[src/rtl/led_pwm_pkg.sv]
// Shared mode encodings, breathe state and register-map helpers for the
// N-channel PWM LED controller.
package led_pwm_pkg;

    localparam logic [1:0] MODE_STATIC  = 2'd0;
    localparam logic [1:0] MODE_BLINK   = 2'd1;
    localparam logic [1:0] MODE_BREATHE = 2'd2;

    typedef enum logic {
        BR_UP   = 1'b0,
        BR_DOWN = 1'b1
    } breathe_state_t;

    function automatic int duty_addr(input int i);
        return i;
    endfunction

    function automatic int mode_addr(input int n_ch, input int i);
        return n_ch + i;
    endfunction

    function automatic int ctrl_addr(input int n_ch);
        return 2 * n_ch;
    endfunction

endpackage

[src/rtl/led_pwm_chan.sv]
// One PWM channel: pending/active duty and mode, blink and breathe sequencing,
// registered compare against the shared PWM counter.
module led_pwm_chan
    import led_pwm_pkg::*;
#(
    parameter int PWM_W   = 8,
    parameter int BLINK_W = 6
) (
    input  logic             clk,
    input  logic             rst,
    input  logic             en,
    input  logic             wrap,
    input  logic [PWM_W-1:0] pwm_cnt,
    input  logic             duty_wr,
    input  logic [PWM_W-1:0] duty_data,
    input  logic             mode_wr,
    input  logic [1:0]       mode_data,
    output logic             pwm
);

    localparam logic [BLINK_W-1:0] BLINK_LAST = {BLINK_W{1'b1}} - BLINK_W'(1);

    logic [PWM_W-1:0]   duty_pend_reg, duty_act_reg, level_reg;
    logic [1:0]         mode_pend_reg, mode_act_reg;
    logic [BLINK_W-1:0] blink_cnt_reg;
    logic               phase_on_reg;
    logic               pwm_reg;
    breathe_state_t     state_reg;

    logic [PWM_W-1:0]   duty_pend_next, duty_act_next, eff_duty;
    logic [1:0]         mode_pend_next, mode_act_next;
    logic               copy;

    // A write in the same cycle as a copy is forwarded, so it lands at that copy.
    always_comb begin
        duty_pend_next = duty_wr ? duty_data : duty_pend_reg;
        mode_pend_next = mode_wr ? mode_data : mode_pend_reg;
        copy           = wrap | ~en;
        duty_act_next  = copy ? duty_pend_next : duty_act_reg;
        mode_act_next  = copy ? mode_pend_next : mode_act_reg;
        eff_duty       = (mode_act_reg == MODE_BREATHE) ? level_reg : duty_act_reg;
    end

    always_ff @(posedge clk) begin
        if (rst) begin
            duty_pend_reg <= '0;
            duty_act_reg  <= '0;
            mode_pend_reg <= MODE_STATIC;
            mode_act_reg  <= MODE_STATIC;
            blink_cnt_reg <= '0;
            phase_on_reg  <= 1'b1;
            level_reg     <= '0;
            state_reg     <= BR_UP;
            pwm_reg       <= 1'b0;
        end else begin
            duty_pend_reg <= duty_pend_next;
            mode_pend_reg <= mode_pend_next;
            duty_act_reg  <= duty_act_next;
            mode_act_reg  <= mode_act_next;
            pwm_reg       <= en & phase_on_reg & (pwm_cnt < eff_duty);

            if (!en || (mode_act_next != mode_act_reg)) begin
                blink_cnt_reg <= '0;
                phase_on_reg  <= 1'b1;
                level_reg     <= '0;
                state_reg     <= BR_UP;
            end else if (wrap) begin
                case (mode_act_reg)
                    MODE_BLINK: begin
                        if (blink_cnt_reg == BLINK_LAST) begin
                            blink_cnt_reg <= '0;
                            phase_on_reg  <= ~phase_on_reg;
                        end else begin
                            blink_cnt_reg <= blink_cnt_reg + BLINK_W'(1);
                        end
                    end
                    MODE_BREATHE: begin
                        // Turn-around steps immediately so the peak and the floor last one period.
                        if (level_reg > duty_act_next) begin
                            level_reg <= duty_act_next;
                            state_reg <= BR_DOWN;
                        end else if (state_reg == BR_UP) begin
                            if (level_reg == duty_act_next) begin
                                state_reg <= BR_DOWN;
                                if (level_reg != '0)
                                    level_reg <= level_reg - PWM_W'(1);
                            end else begin
                                level_reg <= level_reg + PWM_W'(1);
                            end
                        end else begin
                            if (level_reg == '0) begin
                                state_reg <= BR_UP;
                                if (duty_act_next != '0)
                                    level_reg <= PWM_W'(1);
                            end else begin
                                level_reg <= level_reg - PWM_W'(1);
                            end
                        end
                    end
                    default: ;
                endcase
            end
        end
    end

    assign pwm = pwm_reg;

endmodule

[src/rtl/led_pwm_ctrl.sv]
// Register-programmable N-channel PWM LED controller: CTRL register, address
// decode, prescaler and shared PWM counter feeding one led_pwm_chan per channel.
module led_pwm_ctrl
    import led_pwm_pkg::*;
#(
    parameter int N_CH    = 3,
    parameter int PWM_W   = 8,
    parameter int PRE_W   = 16,
    parameter int BLINK_W = 6,
    parameter int ADDR_W  = 4
) (
    input  logic              clk,
    input  logic              rst,
    input  logic              wr_en,
    input  logic [ADDR_W-1:0] wr_addr,
    input  logic [31:0]       wr_data,
    output logic [N_CH-1:0]   pwm_out,
    output logic              period_tick
);

    localparam logic [PWM_W-1:0] CNT_MAX = '1;

    logic             en_reg;
    logic [PRE_W-1:0] prescale_reg, pre_cnt_reg;
    logic [PWM_W-1:0] pwm_cnt_reg;
    logic             period_tick_reg;

    logic             ctrl_wr, en_next, run, tick, wrap;
    logic [N_CH-1:0]  duty_wr, mode_wr;
    logic             unused_data;

    // run drops in the cycle EN is being cleared, so outputs go low one cycle later.
    assign ctrl_wr     = wr_en && (wr_addr == ADDR_W'(ctrl_addr(N_CH)));
    assign en_next     = ctrl_wr ? wr_data[0] : en_reg;
    assign run         = en_reg & en_next;
    assign tick        = run && (pre_cnt_reg == prescale_reg);
    assign wrap        = tick && (pwm_cnt_reg == CNT_MAX);
    assign unused_data = ^wr_data;

    always_ff @(posedge clk) begin
        if (rst) begin
            en_reg          <= 1'b0;
            prescale_reg    <= '0;
            pre_cnt_reg     <= '0;
            pwm_cnt_reg     <= '0;
            period_tick_reg <= 1'b0;
        end else begin
            if (ctrl_wr) begin
                en_reg       <= wr_data[0];
                prescale_reg <= wr_data[PRE_W+15:16];
            end
            period_tick_reg <= wrap;
            if (!run) begin
                pre_cnt_reg <= '0;
                pwm_cnt_reg <= '0;
            end else begin
                // A prescale shrunk below pre_cnt restarts the count silently.
                if (tick || (pre_cnt_reg > prescale_reg))
                    pre_cnt_reg <= '0;
                else
                    pre_cnt_reg <= pre_cnt_reg + PRE_W'(1);
                if (tick)
                    pwm_cnt_reg <= pwm_cnt_reg + PWM_W'(1);
            end
        end
    end

    assign period_tick = period_tick_reg;

    generate
        for (genvar gi = 0; gi < N_CH; gi++) begin : g_chan
            assign duty_wr[gi] = wr_en && (wr_addr == ADDR_W'(duty_addr(gi)));
            assign mode_wr[gi] = wr_en && (wr_addr == ADDR_W'(mode_addr(N_CH, gi)));

            led_pwm_chan #(
                .PWM_W   (PWM_W),
                .BLINK_W (BLINK_W)
            ) u_chan (
                .clk       (clk),
                .rst       (rst),
                .en        (run),
                .wrap      (wrap),
                .pwm_cnt   (pwm_cnt_reg),
                .duty_wr   (duty_wr[gi]),
                .duty_data (wr_data[PWM_W-1:0]),
                .mode_wr   (mode_wr[gi]),
                .mode_data (wr_data[1:0]),
                .pwm       (pwm_out[gi])
            );
        end
    endgenerate

endmodule

[config.mk]
export PLATFORM = sky130hd
export DESIGN_NAME = led_pwm_ctrl
export DESIGN_NICKNAME = d
export VERILOG_FILES = /design/src/rtl/led_pwm_pkg.sv /design/src/rtl/led_pwm_chan.sv /design/src/rtl/led_pwm_ctrl.sv
export SDC_FILE = /design/constraint.sdc
export NUM_CORES = 1
export LEC_CHECK = 0
export ABC_AREA = 1
export BUFFER_PORTS_ARGS = -buffer_cell sky130_fd_sc_hd__buf_2
export CAP_MARGIN = 20
export CORE_MARGIN = 5
export CORE_UTILIZATION = 41
export CTS_CLUSTER_DIAMETER = 80
export DETAILED_ROUTE_END_ITERATION = 8
export GPL_ROUTABILITY_DRIVEN = 0
export MAX_ROUTING_LAYER = met4
export PLACE_DENSITY = 0.61
export SYNTH_ARGS = -nofsm -noshare
export SYNTH_HDL_FRONTEND = slang
export SYNTH_SLANG_ARGS = --single-unit
[constraint.sdc]
create_clock -name clk -period 3.4 [get_ports clk]
set_input_delay 0.68 -clock clk [delete_from_list [all_inputs] [get_ports clk]]
set_output_delay 0.68 -clock clk [all_outputs]
set_load 0.01 [all_outputs]
==> results.toml, run 1 <==
[routing]
drt_wl_total_um = 24200
via_count = 8985
drcViolationCount = 0
wl_per_cell_um = 13.3
ant_nets = 0
drtPass1Iterations = 5
drt-vias-per-instance = 4.95
drt-initial-drc-count = 504

[critical_path]
r2r_cells = 24
worstSetupStartpoint = "prescale_reg[11]"
worstPathRequired_ps = 3760
cp.arrival_ps = 3610
worstSetupStartpointType = "register"
rrSetupSlack_ps = 150
end_kind = "register"
critical_path_class = "reg2reg"
r2r-start = "prescale_reg[11]"
crit_fanout = 8

[clocking]
cts_tree = "done"
htreeDepth = 4
clock_latency_ps = 430
path_clk_slew_ps = 70
clock-sinks = 153
clockBufferDepth = 2
cts_root_buffer = "clkbuf_16"
cts_hold_buf = 0
cts_buffers = 17

[yosys]
synthFlopType = "dfxtp_1"
synth_top_area_share_pct = 32.9
syn_inst = 1340
synthArstFlopShare_pct = 0
ys_ff_latch = 153
synth_top_area_cell = "dfxtp_1"
syn_area_mm2 = 0.00931
syn_nets = 1454
avgSynthCellArea_um2 = 6.95
synth_edf_count = 0
ys_seq_area_share_pct = 32.9
yosys_warnings = 0
netlist_top_cells_area = "dfxtp_1 33%, nand2_1 10%, ha_1 10%, nor2_1 9.4%, inv_1 6.5%"
synth_cell_types = 55

[global_routing]
antenna_found_initial = 0
grtUsageTotal_pct = 18.9
overflow = 0
first_global_vias = 8471
grt_pass1_wl_um = 39700
grt_max_degree = 79

[placed_design]
dp_hpwl_um = 17300
io_buffers = 34
preCtsSetupSlack_ps = -243
dp.cells = 1762

[sta]
setup_slack_ps = 150
hold_violations = 0
period_minus_slack_ps = 3250
max_slew_margin_pct = 40.7
clock.fmax_ghz = 0.308
min_period_over_period_pct = 95.6
fin_skew_ps = 10.3
setup_violations = 0
hold_ws_ps = 479
report.final.slew_viol_count = 0
worst_pin_slew_ps = 889
rsz0062_at_grt = "yes"

[floorplanning]
io_pins = 43
num_rows = 55
core-area_mm2 = 0.0225
dieHeight_um = 161
die_x_um = 161
initial_utilization_pct = 41.4
die_area_mm2 = 0.0258

[min_path]
worstHoldPathCells = 2
min-delay-path-class = "reg2reg"
min_from = "g_chan[0].u_chan.mode_pend_reg[0]"

[pwr]
leakage_nw = 5.38
fin_total_pwr_mw = 4.54
vdd_ir_drop_max_uv = 271
power-per-cell-area_mw_per_mm2 = 376

[run]
maxCapViolCount = 0

[final_layout]
antennaDiodeCount = 0
multi_input_area_mm2 = 0.00594
instances_no_fill = 1816
mostFrequentLayoutCells = "228 x nand2_1, 220 x nor2_1, 153 x buf_4"
synthToLayoutAreaGrowth_pct = 29.7
final_common_cell = "nand2_1"
nFillCells = 2147
drive_gt1_share_pct = 24.6
layout.nets = 1632
ff_latch_area_mm2 = 0.00308

[run_status]
outcome = "finished clean"
-- path summary, 6_finish.rpt --
path | end
hold / removal | g_chan[0].u_chan.mode_pend_reg[0]
setup / recovery | g_chan[0].u_chan.level_reg[0]
hold reg to reg | g_chan[0].u_chan.mode_pend_reg[0]
setup reg to reg | g_chan[0].u_chan.level_reg[0]
-- synthesized netlist by cell type, types with 9 or more instances --
cell and number:
nor2_1 234, nand3_1 58, nor3b_1 11, dfxtp_1 153, inv_1 160, nand4_1 13
a21oi_1 61, o21ai_0 66, o211ai_1 14, xnor2_1 13, xor2_1 30, o21ai_1 19
clkbuf_1 24, a211oi_1 21, nand2_1 258, nor3_1 27, or2_2 9, ha_1 75
-- timing repair --
item                                    4_1_cts  5_1_grt
endpoints found under the setup margin       26       27
resized for setup                            21      130
cloned                                        0        2
buffers inserted                              3       19
pin swaps                                    11       55
-- routing by layer --
metal  up-vias  track usage, %  routed length (µm)
li1       4735               -                   -
met1      4048            24.5               11500
met2       174            31.1               11500
met3        28            2.77                 918
met4         0            4.61                 333
met5         -               -                   0
-- power breakdown --
| group | switching, mW | internal, mW | total [mW] |
|---|---|---|---|
| combinational | 0.422 | 0.355 | 0.777 |
| sequential | 0.00957 | 1.81 | 1.82 |
| clock | 0.807 | 1.13 | 1.94 |
-- through the flow --
stage | area, µm² | TNS, ps | util, %
floorplan | 9310 | 0 | -
global placement | 10700 | -4560 | 47.6
detailed placement | 10700 | -5140 | 47.6
CTS | 11400 | -5.11 | 50.7
global route | 12100 | -1350 | 53.6
finish | 12100 | 0 | 53.6
-- kinds of logic (layout without fill, tap and decap cells) --
group | Yosys count | count (layout) | share of synthesized area, %
buffers and inverters | 202 | 393 | 8.83
multiplexers | 8 | 8 | 0.860
adder cells (fa/ha/maj) | 75 | 75 | 10.1
AO/OA/AOI/OAI | 218 | 218 | 13.9
XOR/XNOR | 43 | 43 | 4.05
flip-flops | 153 | 153 | 32.9
AND/OR/NAND/NOR | 641 | 641 | 29.3
-- worst max-delay path: stages (launching register included) --
cell      delay (ps)
dfxtp_2          320
inv_2             40
ha_4             270
nand2_4           60
nor2_4           140
nand2_4           80
inv_4             70
nand2_4           60
o21bai_4         130
buf_12           150
buf_4            110
o21ai_2           50
ha_1             330
a21oi_2          130
nor2_1            60
nor3_2           180
nand2_1           90
nand2_2          120
nand3_2           90
nor3_2           190
nand3_2          120
buf_6            160
nand3b_1          80
nand2_1           50
nor2_1           100
-- cell type report --
type                       count  share of cell area (%)
clock inverter                12                    1.14
tap                          285                    2.95
sequential                   153                    25.5
multi-input combinational    985                    49.2
clock buffer                  20                    3.78
timing repair buffer         199                    12.3
inverter                     162                    5.09
(Power assumes the default switching activity.)
==> run 2, diff against run 1 <==
--- a/config.mk
+++ b/config.mk
@@ -8,13 +8,16 @@
 export ABC_AREA = 1
 export BUFFER_PORTS_ARGS = -buffer_cell sky130_fd_sc_hd__buf_2
 export CAP_MARGIN = 20
+export CELL_PAD_IN_SITES_DETAIL_PLACEMENT = 1
+export CELL_PAD_IN_SITES_GLOBAL_PLACEMENT = 1
 export CORE_MARGIN = 5
 export CORE_UTILIZATION = 41
 export CTS_CLUSTER_DIAMETER = 80
 export DETAILED_ROUTE_END_ITERATION = 8
 export GPL_ROUTABILITY_DRIVEN = 0
+export HOLD_SLACK_MARGIN = 0.12
 export MAX_ROUTING_LAYER = met4
-export PLACE_DENSITY = 0.61
+export PLACE_DENSITY = 0.79
 export SYNTH_ARGS = -nofsm -noshare
 export SYNTH_HDL_FRONTEND = slang
 export SYNTH_SLANG_ARGS = --single-unit
==> run 2 against run 1 <==
The run now ends with negative setup slack left. Final cell count up 0.77%. Sequential share of layout area down 1.1 points. Largest power group unchanged. Sequential power about the same. Fmax down 7.8%. Non-clock buffer count up 14.
==> results.toml, run 2 (synthesized netlist as in run 1, its figures left out) <==
[sta]
max_slew_margin_pct = 38.5
fin_skew_ps = 11.0
hold_violations = 0
setup_slack_ps = -125
rsz0062_at_grt = "yes"
report.final.slew_viol_count = 0
clock.fmax_ghz = 0.284
period_minus_slack_ps = 3530
worst_pin_slew_ps = 923
min_period_over_period_pct = 104
setup_violations = 15

[critical_path]
slowest_stage = "dfxtp_1"
cp.arrival_ps = 3870
worstSetupStartpointType = "register"
cpLargestDelayFamily = "simple AND/OR/NAND/NOR gates"
worstPathRequired_ps = 3750
slowest_delay_ps = 330
cp_common_cell = "nand2_1"
critical_path_class = "reg2reg"
crit_fanout = 7
end_kind = "register"
critPathBufInv = 8

[run]
maxCapViolCount = 0

[routing]
ant_nets = 0
wl_per_cell_um = 20.1
via_count = 10132
drt-vias-per-instance = 5.54
drcViolationCount = 0
drt-initial-drc-count = 695
drt_wl_total_um = 36900
drtPass1Iterations = 8

[run_status]
violations = "negative setup slack"
outcome = "finished, violations left"

[floorplanning]
dieHeight_um = 161
num_rows = 55
core-area_mm2 = 0.0225
io_pins = 43
initial_utilization_pct = 41.4
die_x_um = 161
die_area_mm2 = 0.0258

[final_layout]
mostFrequentLayoutCells = "216 x nor2_1, 212 x nand2_1, 163 x buf_4"
ff_latch_area_mm2 = 0.00308
synthToLayoutAreaGrowth_pct = 35.4
layout.nets = 1646
instances_no_fill = 1830
multi_input_area_mm2 = 0.00630
nFillCells = 2779
drive_gt1_share_pct = 28.7
final_common_cell = "nor2_1"
antennaDiodeCount = 0
design_area_mm2 = 0.0126

[min_path]
min-delay-path-class = "reg2reg"

[global_routing]
overflow = 0
grt_pass1_wl_um = 49600
first_global_vias = 10186
grt_max_degree = 79
grtUsageTotal_pct = 24.0
antenna_found_initial = 0

[clocking]
path_clk_slew_ps = 60
cts_root_buffer = "clkbuf_16"
clock_latency_ps = 440
htreeDepth = 4
cts_hold_buf = 0
cts_buffers = 17
clock-sinks = 153
clockBufferDepth = 2
cts_tree = "done"

[placed_design]
io_buffers = 34
dp_hpwl_um = 20900
placed_area_mm2 = 0.0107
dp.cells = 1758
preCtsSetupSlack_ps = -343

[pwr]
vdd_ir_drop_max_uv = 254
leakage_nw = 5.52
power-per-cell-area_mw_per_mm2 = 379
## run 2: worst min-delay path: cells and delay by family, from the launching register on
| family | cells | cell delay (ps) |
|---|---|---|
| AOI/OAI and AO/OA | 1 | 80 |
| DFF | 1 | 300 |
| and+or+nand+nor | 1 | 70 |
## run 2: where the power goes
group	switching, mW	internal [mW]	total [mW]	leakage, nW
Combinational	0.534	0.404	0.938	3.98
Clock	0.815	1.20	2.01	0.298
Sequential	0.0123	1.81	1.83	1.24
Total	1.36	3.41	4.77	5.52
## run 2: path summary, 6_finish.rpt
| kind | startpoint | end | slack, ps | cells past startpoint |
|---|---|---|---|---|
| max | prescale_reg[5] | g_chan[1].u_chan.level_reg[7] | -130 | 26 |
| min | g_chan[0].u_chan.duty_pend_reg[0] | g_chan[0].u_chan.duty_pend_reg[0] | 490 | 2 |
| max reg2reg | prescale_reg[5] | g_chan[1].u_chan.level_reg[7] | -130 | 26 |
| min reg2reg | g_chan[0].u_chan.duty_pend_reg[0] | g_chan[0].u_chan.duty_pend_reg[0] | 490 | 2 |
## run 2: stage by stage
stage	total power, mW	hold WS (ps)	util, %	TNS, ps
after global routing	4.95	510	56.0	-4100
after detailed placement	2.53	469	47.5	-6520
after global placement	2.51	459	47.5	-3310
final	4.77	489	56.0	-989
after floorplan	2.25	430	-	0
after CTS	4.59	481	51.5	-8.54
## run 2: routing by layer
metal / wire length [µm] / vias to the layer above / track usage (%)
met2: 19100 / 286 / 42.3
met5: 0 / - / -
li1: - / 4750 / -
met1: 14800 / 4968 / 27.5
met3: 1380 / 128 / 3.93
met4: 1580 / 0 / 8.45
## run 2: layout make-up
type	count	share of cell area, %
Clock buffer	21	3.65
Clock inverter	11	1.14
Inverter	162	4.93
Multi-Input combinational cell	985	50.0
Sequential cell	153	24.4
Tap cell	285	2.83
Timing Repair Buffer	213	13.0
## run 2: what timing repair did
action,4_1_cts,5_1_grt
resized for setup,49,179
gates cloned,2,1
setup buffers,10,29
endpoints found under the setup margin,26,27
pin swaps,12,63
